<file path="src/rtl/mem_fill_ctrl.sv">
// mem_fill_ctrl: cache-miss fill engine for the main memory's block port.
// Accepts one miss at a time, optionally writes the dirty victim back,
// reads the missed block, then hands it to the cache over valid/ready.
// Every memory access holds address/enable/data stable for MEM_LAT cycles.
module mem_fill_ctrl #(
    parameter int MEM_LAT   = 4,
    parameter int CNT_W     = 16,
    parameter int PA_WIDTH  = 10,
    parameter int BLK_WIDTH = 128,
    parameter int BYTE      = 8
) (
    input  logic                 clk,
    input  logic                 rst_n,
    input  logic                 req_valid,
    output logic                 req_ready,
    input  logic                 req_dirty,
    input  logic [PA_WIDTH-1:0]  req_victim_addr,
    input  logic [BLK_WIDTH-1:0] req_victim_data,
    input  logic [PA_WIDTH-1:0]  req_fill_addr,
    output logic                 resp_valid,
    input  logic                 resp_ready,
    output logic [BLK_WIDTH-1:0] resp_data,
    output logic [PA_WIDTH-1:0]  mem_addr,
    output logic                 mem_rd_en,
    output logic                 mem_wr_en,
    output logic [BLK_WIDTH-1:0] mem_wr_data,
    input  logic [BLK_WIDTH-1:0] mem_rd_data,
    output logic                 busy,
    output logic [CNT_W-1:0]     wb_count,
    output logic [CNT_W-1:0]     fill_count
);

    localparam int BLK_BYTES = BLK_WIDTH / BYTE;
    localparam int OFS       = (BLK_BYTES > 1) ? $clog2(BLK_BYTES) : 0;
    localparam int LAT_W     = $clog2(MEM_LAT + 1);

    localparam logic [1:0] S_IDLE = 2'd0;
    localparam logic [1:0] S_WB   = 2'd1;
    localparam logic [1:0] S_FILL = 2'd2;
    localparam logic [1:0] S_RESP = 2'd3;

    // Clears the byte-offset bits so only block-aligned addresses reach memory.
    localparam logic [PA_WIDTH-1:0] ALIGN_MASK = {PA_WIDTH{1'b1}} << OFS;
    localparam logic [LAT_W-1:0]    LAT_LOAD   = LAT_W'(MEM_LAT);
    localparam logic [LAT_W-1:0]    LAT_LAST   = LAT_W'(1);

    logic [1:0]           state_reg, state_next;
    logic [LAT_W-1:0]     lat_reg, lat_next;
    logic [PA_WIDTH-1:0]  victim_addr_reg;
    logic [PA_WIDTH-1:0]  fill_addr_reg;
    logic [BLK_WIDTH-1:0] victim_data_reg;
    logic [BLK_WIDTH-1:0] resp_data_reg;
    logic                 accept;
    logic                 wb_done;
    logic                 fill_done;
    logic [1:0]           cnt_inc;
    logic [CNT_W-1:0]     cnt_reg [2];

    // Next-state and latency-counter logic; the counter is reloaded on entry
    // to WB and FILL and the access ends on the cycle it reads 1.
    always_comb begin
        state_next = state_reg;
        lat_next   = lat_reg;
        accept     = 1'b0;
        wb_done    = 1'b0;
        fill_done  = 1'b0;
        case (state_reg)
            S_IDLE: begin
                if (req_valid) begin
                    accept     = 1'b1;
                    state_next = req_dirty ? S_WB : S_FILL;
                    lat_next   = LAT_LOAD;
                end
            end
            S_WB: begin
                if (lat_reg == LAT_LAST) begin
                    wb_done    = 1'b1;
                    state_next = S_FILL;
                    lat_next   = LAT_LOAD;
                end else begin
                    lat_next = lat_reg - LAT_LAST;
                end
            end
            S_FILL: begin
                if (lat_reg == LAT_LAST) begin
                    fill_done  = 1'b1;
                    state_next = S_RESP;
                    lat_next   = '0;
                end else begin
                    lat_next = lat_reg - LAT_LAST;
                end
            end
            S_RESP: begin
                if (resp_ready) begin
                    state_next = S_IDLE;
                end
            end
            default: begin
                state_next = S_IDLE;
                lat_next   = '0;
            end
        endcase
    end

    // State, latency counter, latched request and captured fill data.
    always_ff @(posedge clk or negedge rst_n) begin
        if (!rst_n) begin
            state_reg       <= S_IDLE;
            lat_reg         <= '0;
            victim_addr_reg <= '0;
            fill_addr_reg   <= '0;
            victim_data_reg <= '0;
            resp_data_reg   <= '0;
        end else begin
            state_reg <= state_next;
            lat_reg   <= lat_next;
            if (accept) begin
                victim_addr_reg <= req_victim_addr & ALIGN_MASK;
                fill_addr_reg   <= req_fill_addr & ALIGN_MASK;
                victim_data_reg <= req_victim_data;
            end
            if (fill_done) begin
                resp_data_reg <= mem_rd_data;
            end
        end
    end

    assign cnt_inc = {fill_done, wb_done};

    // Saturating completion counters: index 0 counts writebacks, 1 counts fills.
    generate
        for (genvar gi = 0; gi < 2; gi++) begin : g_cnt
            always_ff @(posedge clk or negedge rst_n) begin
                if (!rst_n) begin
                    cnt_reg[gi] <= '0;
                end else if (cnt_inc[gi] && (cnt_reg[gi] != {CNT_W{1'b1}})) begin
                    cnt_reg[gi] <= cnt_reg[gi] + 1'b1;
                end
            end
        end
    endgenerate

    // Outputs decode straight from the state register, so the WB->FILL
    // switch moves address and both enables on the same edge.
    assign req_ready   = (state_reg == S_IDLE);
    assign busy        = (state_reg != S_IDLE);
    assign resp_valid  = (state_reg == S_RESP);
    assign resp_data   = resp_data_reg;
    assign mem_wr_en   = (state_reg == S_WB);
    assign mem_rd_en   = (state_reg == S_FILL);
    assign mem_wr_data = (state_reg == S_WB) ? victim_data_reg : '0;
    assign mem_addr    = (state_reg == S_WB)   ? victim_addr_reg :
                         (state_reg == S_FILL) ? fill_addr_reg   : '0;
    assign wb_count    = cnt_reg[0];
    assign fill_count  = cnt_reg[1];

endmodule

</file>
<file path="config.mk">
export PLATFORM = sky130hd
export DESIGN_NAME = mem_fill_ctrl
export DESIGN_NICKNAME = d
export VERILOG_FILES = /design/src/rtl/mem_fill_ctrl.sv
export SDC_FILE = /design/constraint.sdc
export NUM_CORES = 1
export LEC_CHECK = 0
export CORE_AREA = 5 5 221 223
export DETAILED_ROUTE_END_ITERATION = 8
export DIE_AREA = 0 0 226 228
export DONT_BUFFER_PORTS = 1
export PLACE_DENSITY_LB_ADDON = 0.05
export SLEW_MARGIN = 20
export SYNTH_ARGS = -nofsm -noshare
export SYNTH_HDL_FRONTEND = slang
export SYNTH_SLANG_ARGS = --single-unit
export TNS_END_PERCENT = 100
</file>
<file path="constraint.sdc">
create_clock -name clk -period 5.5 [get_ports clk]
set_input_delay 1.1 -clock clk [delete_from_list [all_inputs] [get_ports clk]]
set_output_delay 1.1 -clock clk [all_outputs]
set_load 0.02 [all_outputs]
</file>
==> impl_metrics.ini, run 1 <==
[finish]
syn2layout_area_growth_pct = 14.64
drive_gt1_frac = 0.1808
fin_util = 0.3188
fillerInstances = 4740
final_area_mm2 = 0.01478
instances_no_fill = 1810
final_nets = 1463

[die]
fp.dieH_um = 228
die_w_um = 226
rows = 79
start_util = 0.2781
io_pins = 584
dieArea_mm2 = 0.05153
coreArea_mm2 = 0.04636

[global_routing]
antenna_found_initial = 13
grt-ovfl-total = 0
grt_max_degree = 306
track_usage = 0.1558
first_global_vias = 8756
grt_pass1_wl_um = 61150

[logic_synthesis]
synth_warnings = 0
synth_fa_ha_area_frac = 0.009705
synth.distinct_cells = 45
synth_compound_area_frac = 0.01456
synth_edf_count = 0
syn_avg_cell_area_um2 = 10.86
synthesis.area_mm2 = 0.01289
ys_ff_latch = 305
async_reset_ff_frac = 1.000
synth_top_area_frac = 0.5920
syn_inst = 1187
seq_area_frac_synth = 0.5920
yosys.area_share.simple = 0.2147
yosysTopAreaCell = dfrtp_1
synthXorXnorAreaFrac = 0.01495
synth_area_leaders = dfrtp_1, mux2_2, nand2_1
synthMuxAreaShare = 0.1291
ys_dominant_reg_cell = dfrtp_1
synth_top_family_by_area = simple AND/OR/NAND/NOR gates

[clock_network]
insertion_delay_ns = 0.54
cts_buffers = 39
htreeDepth = 2
hold_buffers = 0
clock-root-buffer = clkbuf_16
cts_setup_buffers = 0
clk_pin_slew_worst_paths_ns = 0.06
cts_tree = yes
cts_resized = 0
clk_path_buf_depth = 3
clock_sinks = 305

[timing]
setup_tns_ns = 0
period_share = 0.7029
max-slew-margin-rel = 0.2917
setup_viol = 0
hold_viol = 0
fin_ws_ns = 1.634
finalCriticalPeriod_ns = 3.866
rsz0062_at_grt = no
fmax_ghz = 0.2587
skew_ns = 0.01250
maxSlewViolCount = 0
hold_slack_ns = 0.2639
worst_slew_pin_slew_ns = 1.062

[place]
dpl_cell_area_mm2 = 0.01346
dp_slack_ns = 2.116
routabilityCongestion = 0.7549
numPortBuffers = 0
post-dp-hpwl_um = 29800
place_inst = 1738

[worst_setup_path]
crit_path_top_delay_cell = ha_4
crit_fanout = 92
arrival_ns = 2.77
endpoint_kind = output pin
crit_end = mem_wr_data[96]
crit_type = reg2out
startpoint = state_reg[1]
r2r-end = fill_count[15]
reg2reg_depth = 6
worstPathCellList = inv_1 -> ha_4 -> buf_4 -> and2_1
r2r_slack_ns = 2.51
max_stage_delay_ns = 0.76
crit_required_ns = 4.40
r2r-start = state_reg[0]
setup.worst_path.start_class = flop

[job]
drv_cap = 0

[pwr]
leakagePower_nw = 6.826
finalPower_mw = 9.463
power-per-cell-area_mw_per_mm2 = 640.3
vdd_ir_drop_max_v = 0.0003237

[routing]
drc = 0
ant_nets = 0
drtPass1Iterations = 5
wl_um = 41910
detail_route.wl_per_cell_um = 23.15
vias_per_cell = 4.588
vias = 8304
drt_iter0_drc = 417

[min_path]
hp-class = in2async

[status]
status = finished clean
[cells in the mapped netlist, drive strengths merged (4+ instances only)]
cell / count
xnor2: 5
nand2: 399
inv: 8
nand4: 10
a22o: 6
xor2: 17
a21oi: 10
o21ai: 4
nand3: 12
nor2: 13
ha: 10
dfrtp: 305
nor2b: 5
clkbuf: 29
buf: 35
mux2: 146
and2: 130
nor3: 9
[cells by family (layout without fill, tap and decap cells)]
kind of cell,after synthesis,count (layout)
flops,305,305
buf+inv,72,77
simple gates,600,600
xor+xnor,22,22
fa+ha+maj,10,10
mux,148,148
other cells,1,12
compound gates,29,29
[cells in the final DEF, fill, tap and decap left out, types with 3 or more instances in the layout]
cell type | netlist | layout
nand2_1 | 399 | 398
dfrtp_1 | 305 | 305
mux2_2 | 144 | 144
and2_1 | 130 | 129
clkbuf_16 | 0 | 41
xor2_1 | 17 | 17
nor2_1 | 13 | 13
nand3_1 | 12 | 12
a21oi_1 | 10 | 10
nand4_1 | 9 | 9
ha_1 | 10 | 9
diode_2 | 0 | 8
inv_1 | 8 | 8
clkbuf_8 | 0 | 8
clkbuf_1 | 29 | 8
nor3_1 | 7 | 7
a22o_1 | 6 | 6
nor2b_1 | 5 | 5
xnor2_1 | 5 | 5
o21ai_0 | 4 | 4
conb_1 | 1 | 4
bufinv_16 | 0 | 4
buf_4 | 4 | 4
and3b_1 | 3 | 3
a31oi_1 | 3 | 3
nand2b_1 | 3 | 3
[per-layer routing]
metal  GRT usage  part of all wire  up-vias
met4     0.05277             0.027       12
li1            -                 -     3790
met2      0.2617              0.50      346
met1      0.1739              0.37     4083
met3     0.07321              0.11       73
met5           0            0.0017        -
[power breakdown]
part	switching [mW]	internal (mW)	leakage [nW]
combinational	1.34	0.955	2.64
sequential	1.30	3.25	3.55
clock	0.973	1.64	0.641
[critical path: cells and delay by family, from the launching register on]
family                   cells  cell delay, ns
adder cells (fa/ha/maj)      1            0.76
buffers and inverters        2            0.67
flip-flops                   1            0.43
AND/OR/NAND/NOR              1            0.34
[worst min path at each step]
| stage | from | end | cells past startpoint |
|---|---|---|---|
| 2_1_floorplan | victim_data_reg[0] | victim_data_reg[0] | 1 |
| 3_3_place_gp | victim_data_reg[42] | victim_data_reg[42] | 1 |
| 3_5_place_dp | victim_data_reg[50] | victim_data_reg[50] | 1 |
| 4_1_cts | rst_n | victim_data_reg[109] | 0 |
| 5_1_grt | rst_n | victim_data_reg[109] | 0 |
| 6_report | rst_n | victim_data_reg[108] | 0 |
[final cells by class]
class                      instances  area (um2)  share of cell area
clock buffer                      57        1166             0.07890
sequential                       305        7632              0.5164
multi-input combinational        813        4984              0.3372
inverter                           8       30.03            0.002032
timing repair buffer               5       50.05            0.003386
antenna                            8       20.02            0.001354
clock inverter                     7       138.9            0.009396
tap                              607       759.5             0.05138
Note: power is estimated with default switching activity, not from simulation.
==> run 2, diff against run 1 <==
==> constraint.sdc (replaced) <==
create_clock -name clk -period 3.12 [get_ports clk]
set_input_delay 0.624 -clock clk [delete_from_list [all_inputs] [get_ports clk]]
set_output_delay 0.624 -clock clk [all_outputs]
set_load 0.02 [all_outputs]
==> impl_metrics.ini, run 2 (synthesis gave the netlist of run 1 again) <==
[status]
status = complete, but fails checks
violations = negative hold slack

[timing]
setup_tns_ns = 0
hold_slack_ns = -0.2185
setup_viol = 0
skew_ns = 0.01608
fmax_ghz = 0.3621
maxSlewViolCount = 0
finalCriticalPeriod_ns = 2.762
rsz0062_at_grt = no
worst_slew_pin_slew_ns = 1.038
fin_ws_ns = 0.3584
period_share = 0.8851
max-slew-margin-rel = 0.3082
hold_viol = 229

[die]
die_w_um = 226
coreArea_mm2 = 0.04636
dieArea_mm2 = 0.05153
rows = 79
io_pins = 584
fp.dieH_um = 228
start_util = 0.2781

[clock_network]
cts_setup_buffers = 0
cts_buffers = 39
cts_resized = 0
clock-root-buffer = clkbuf_16
clk_path_buf_depth = 3
cts_tree = yes
clock_sinks = 305
clk_pin_slew_worst_paths_ns = 0.06
htreeDepth = 2
insertion_delay_ns = 0.54

[finish]
instances_no_fill = 1825
syn2layout_area_growth_pct = 16.15
final_nets = 1471
final_area_mm2 = 0.01497
fillerInstances = 4721
final_cell_mix = nand2_1, dfrtp_1, mux2_2, and2_1, clkbuf_16
drive_gt1_frac = 0.1904
final_common_cell = nand2_1

[worst_setup_path]
r2r-end = wb_count[12]
r2r-start = state_reg[1]
crit_fanout = 16
r2r_slack_ns = 0.88
reg2reg_depth = 7
cpLargestDelayFamily = flip-flops
arrival_ns = 2.14
crit_type = reg2out
crit_path_top_delay_cell = dfrtp_1
crit_required_ns = 2.50
worstPathCellList = inv_1 -> ha_4 -> nor2b_1 -> a22o_1
setup.worst_path.start_class = flop
endpoint_kind = output pin
max_stage_delay_ns = 0.42
cp_num_buf_inv = 1

[pwr]
power_frac_seq = 0.475
p_int_mw = 10.49
power-per-cell-area_mw_per_mm2 = 1126
leakagePower_nw = 6.923
clockPowerShare = 0.283
p_sw_frac = 0.3776
vdd_ir_drop_max_v = 0.0004368
combPwrFrac = 0.243
p_sw_mw = 6.366

[global_routing]
grt_max_degree = 306
antenna_found_initial = 20
grt-ovfl-total = 0
first_global_vias = 8768
track_usage = 0.1543
grt_pass1_wl_um = 60730

[place]
dpl_cell_area_mm2 = 0.01358
place_inst = 1746
numPortBuffers = 0
dp_slack_ns = 0.8640
routabilityCongestion = 0.7487
post-dp-hpwl_um = 29600

[routing]
vias_per_cell = 4.543
detail_route.wl_per_cell_um = 22.69
drtPass1Iterations = 4
vias = 8291
drt_iter0_drc = 358
ant_nets = 0
wl_um = 41410
drc = 0

[job]
drv_cap = 0

[min_path]
hp-class = in2async
[run 2: layer usage]
metal / global-route usage / share of wire / wire, um
met4: 0.04785 / 0.021 / 890
met5: 0 / 0.0032 / 133
met3: 0.07642 / 0.12 / 4793
met2: 0.2607 / 0.50 / 20870
met1: 0.1706 / 0.36 / 14730
[run 2: area by class of cell]
class                           count  area, um2  share of cell area
Timing Repair Buffer               13      172.7             0.01153
Multi-Input combinational cell    813       4984              0.3328
Clock inverter                      8      140.1            0.009358
Clock buffer                       61       1231             0.08222
Sequential cell                   305       7632              0.5097
Tap cell                          607      759.5             0.05072
Antenna cell                       10      25.02            0.001671
Inverter                            8      30.03            0.002005
[run 2: worst max path at each step]
stage	slack, ns	start	depth (start not counted)	end
3_3_place_gp	0.86	state_reg[1]	7	wb_count[12]
6_report	0.36	state_reg[1]	4	mem_addr[7]
4_1_cts	0.27	state_reg[1]	4	mem_addr[8]
5_1_grt	0.18	state_reg[1]	4	mem_addr[5]
2_1_floorplan	0.84	state_reg[1]	5	mem_addr[7]
3_5_place_dp	0.86	state_reg[0]	7	fill_count[1]
[run 2: worst reg2reg max path: stages, from the launching register on]
cell,delay (ns)
dfrtp_1,0.43
inv_1,0.15
ha_4,0.29
buf_12,0.25
nand3b_4,0.15
nor4_1,0.41
nand2_1,0.11
mux2_1,0.32
[run 2: through the flow]
stage | utilization | hold slack (ns) | power [mW]
floorplan | - | 0.3284 | 10.98
global route | 0.3228 | -0.2431 | 17.90
finish | 0.3230 | -0.2185 | 16.86
global placement | 0.2929 | 0.3373 | 12.27
detailed placement | 0.2929 | 0.3426 | 12.31
CTS | 0.3225 | -0.2494 | 17.21
[run 2: power by group through the flow]
stage	sequential [mW]	clock (mW)	combinational (mW)
floorplan	7.51	0	3.47
finish	8.00	4.76	4.09
detailed placement	8.10	0	4.20
global route	8.23	5.07	4.59
CTS	8.07	4.94	4.20
global placement	8.10	0	4.17
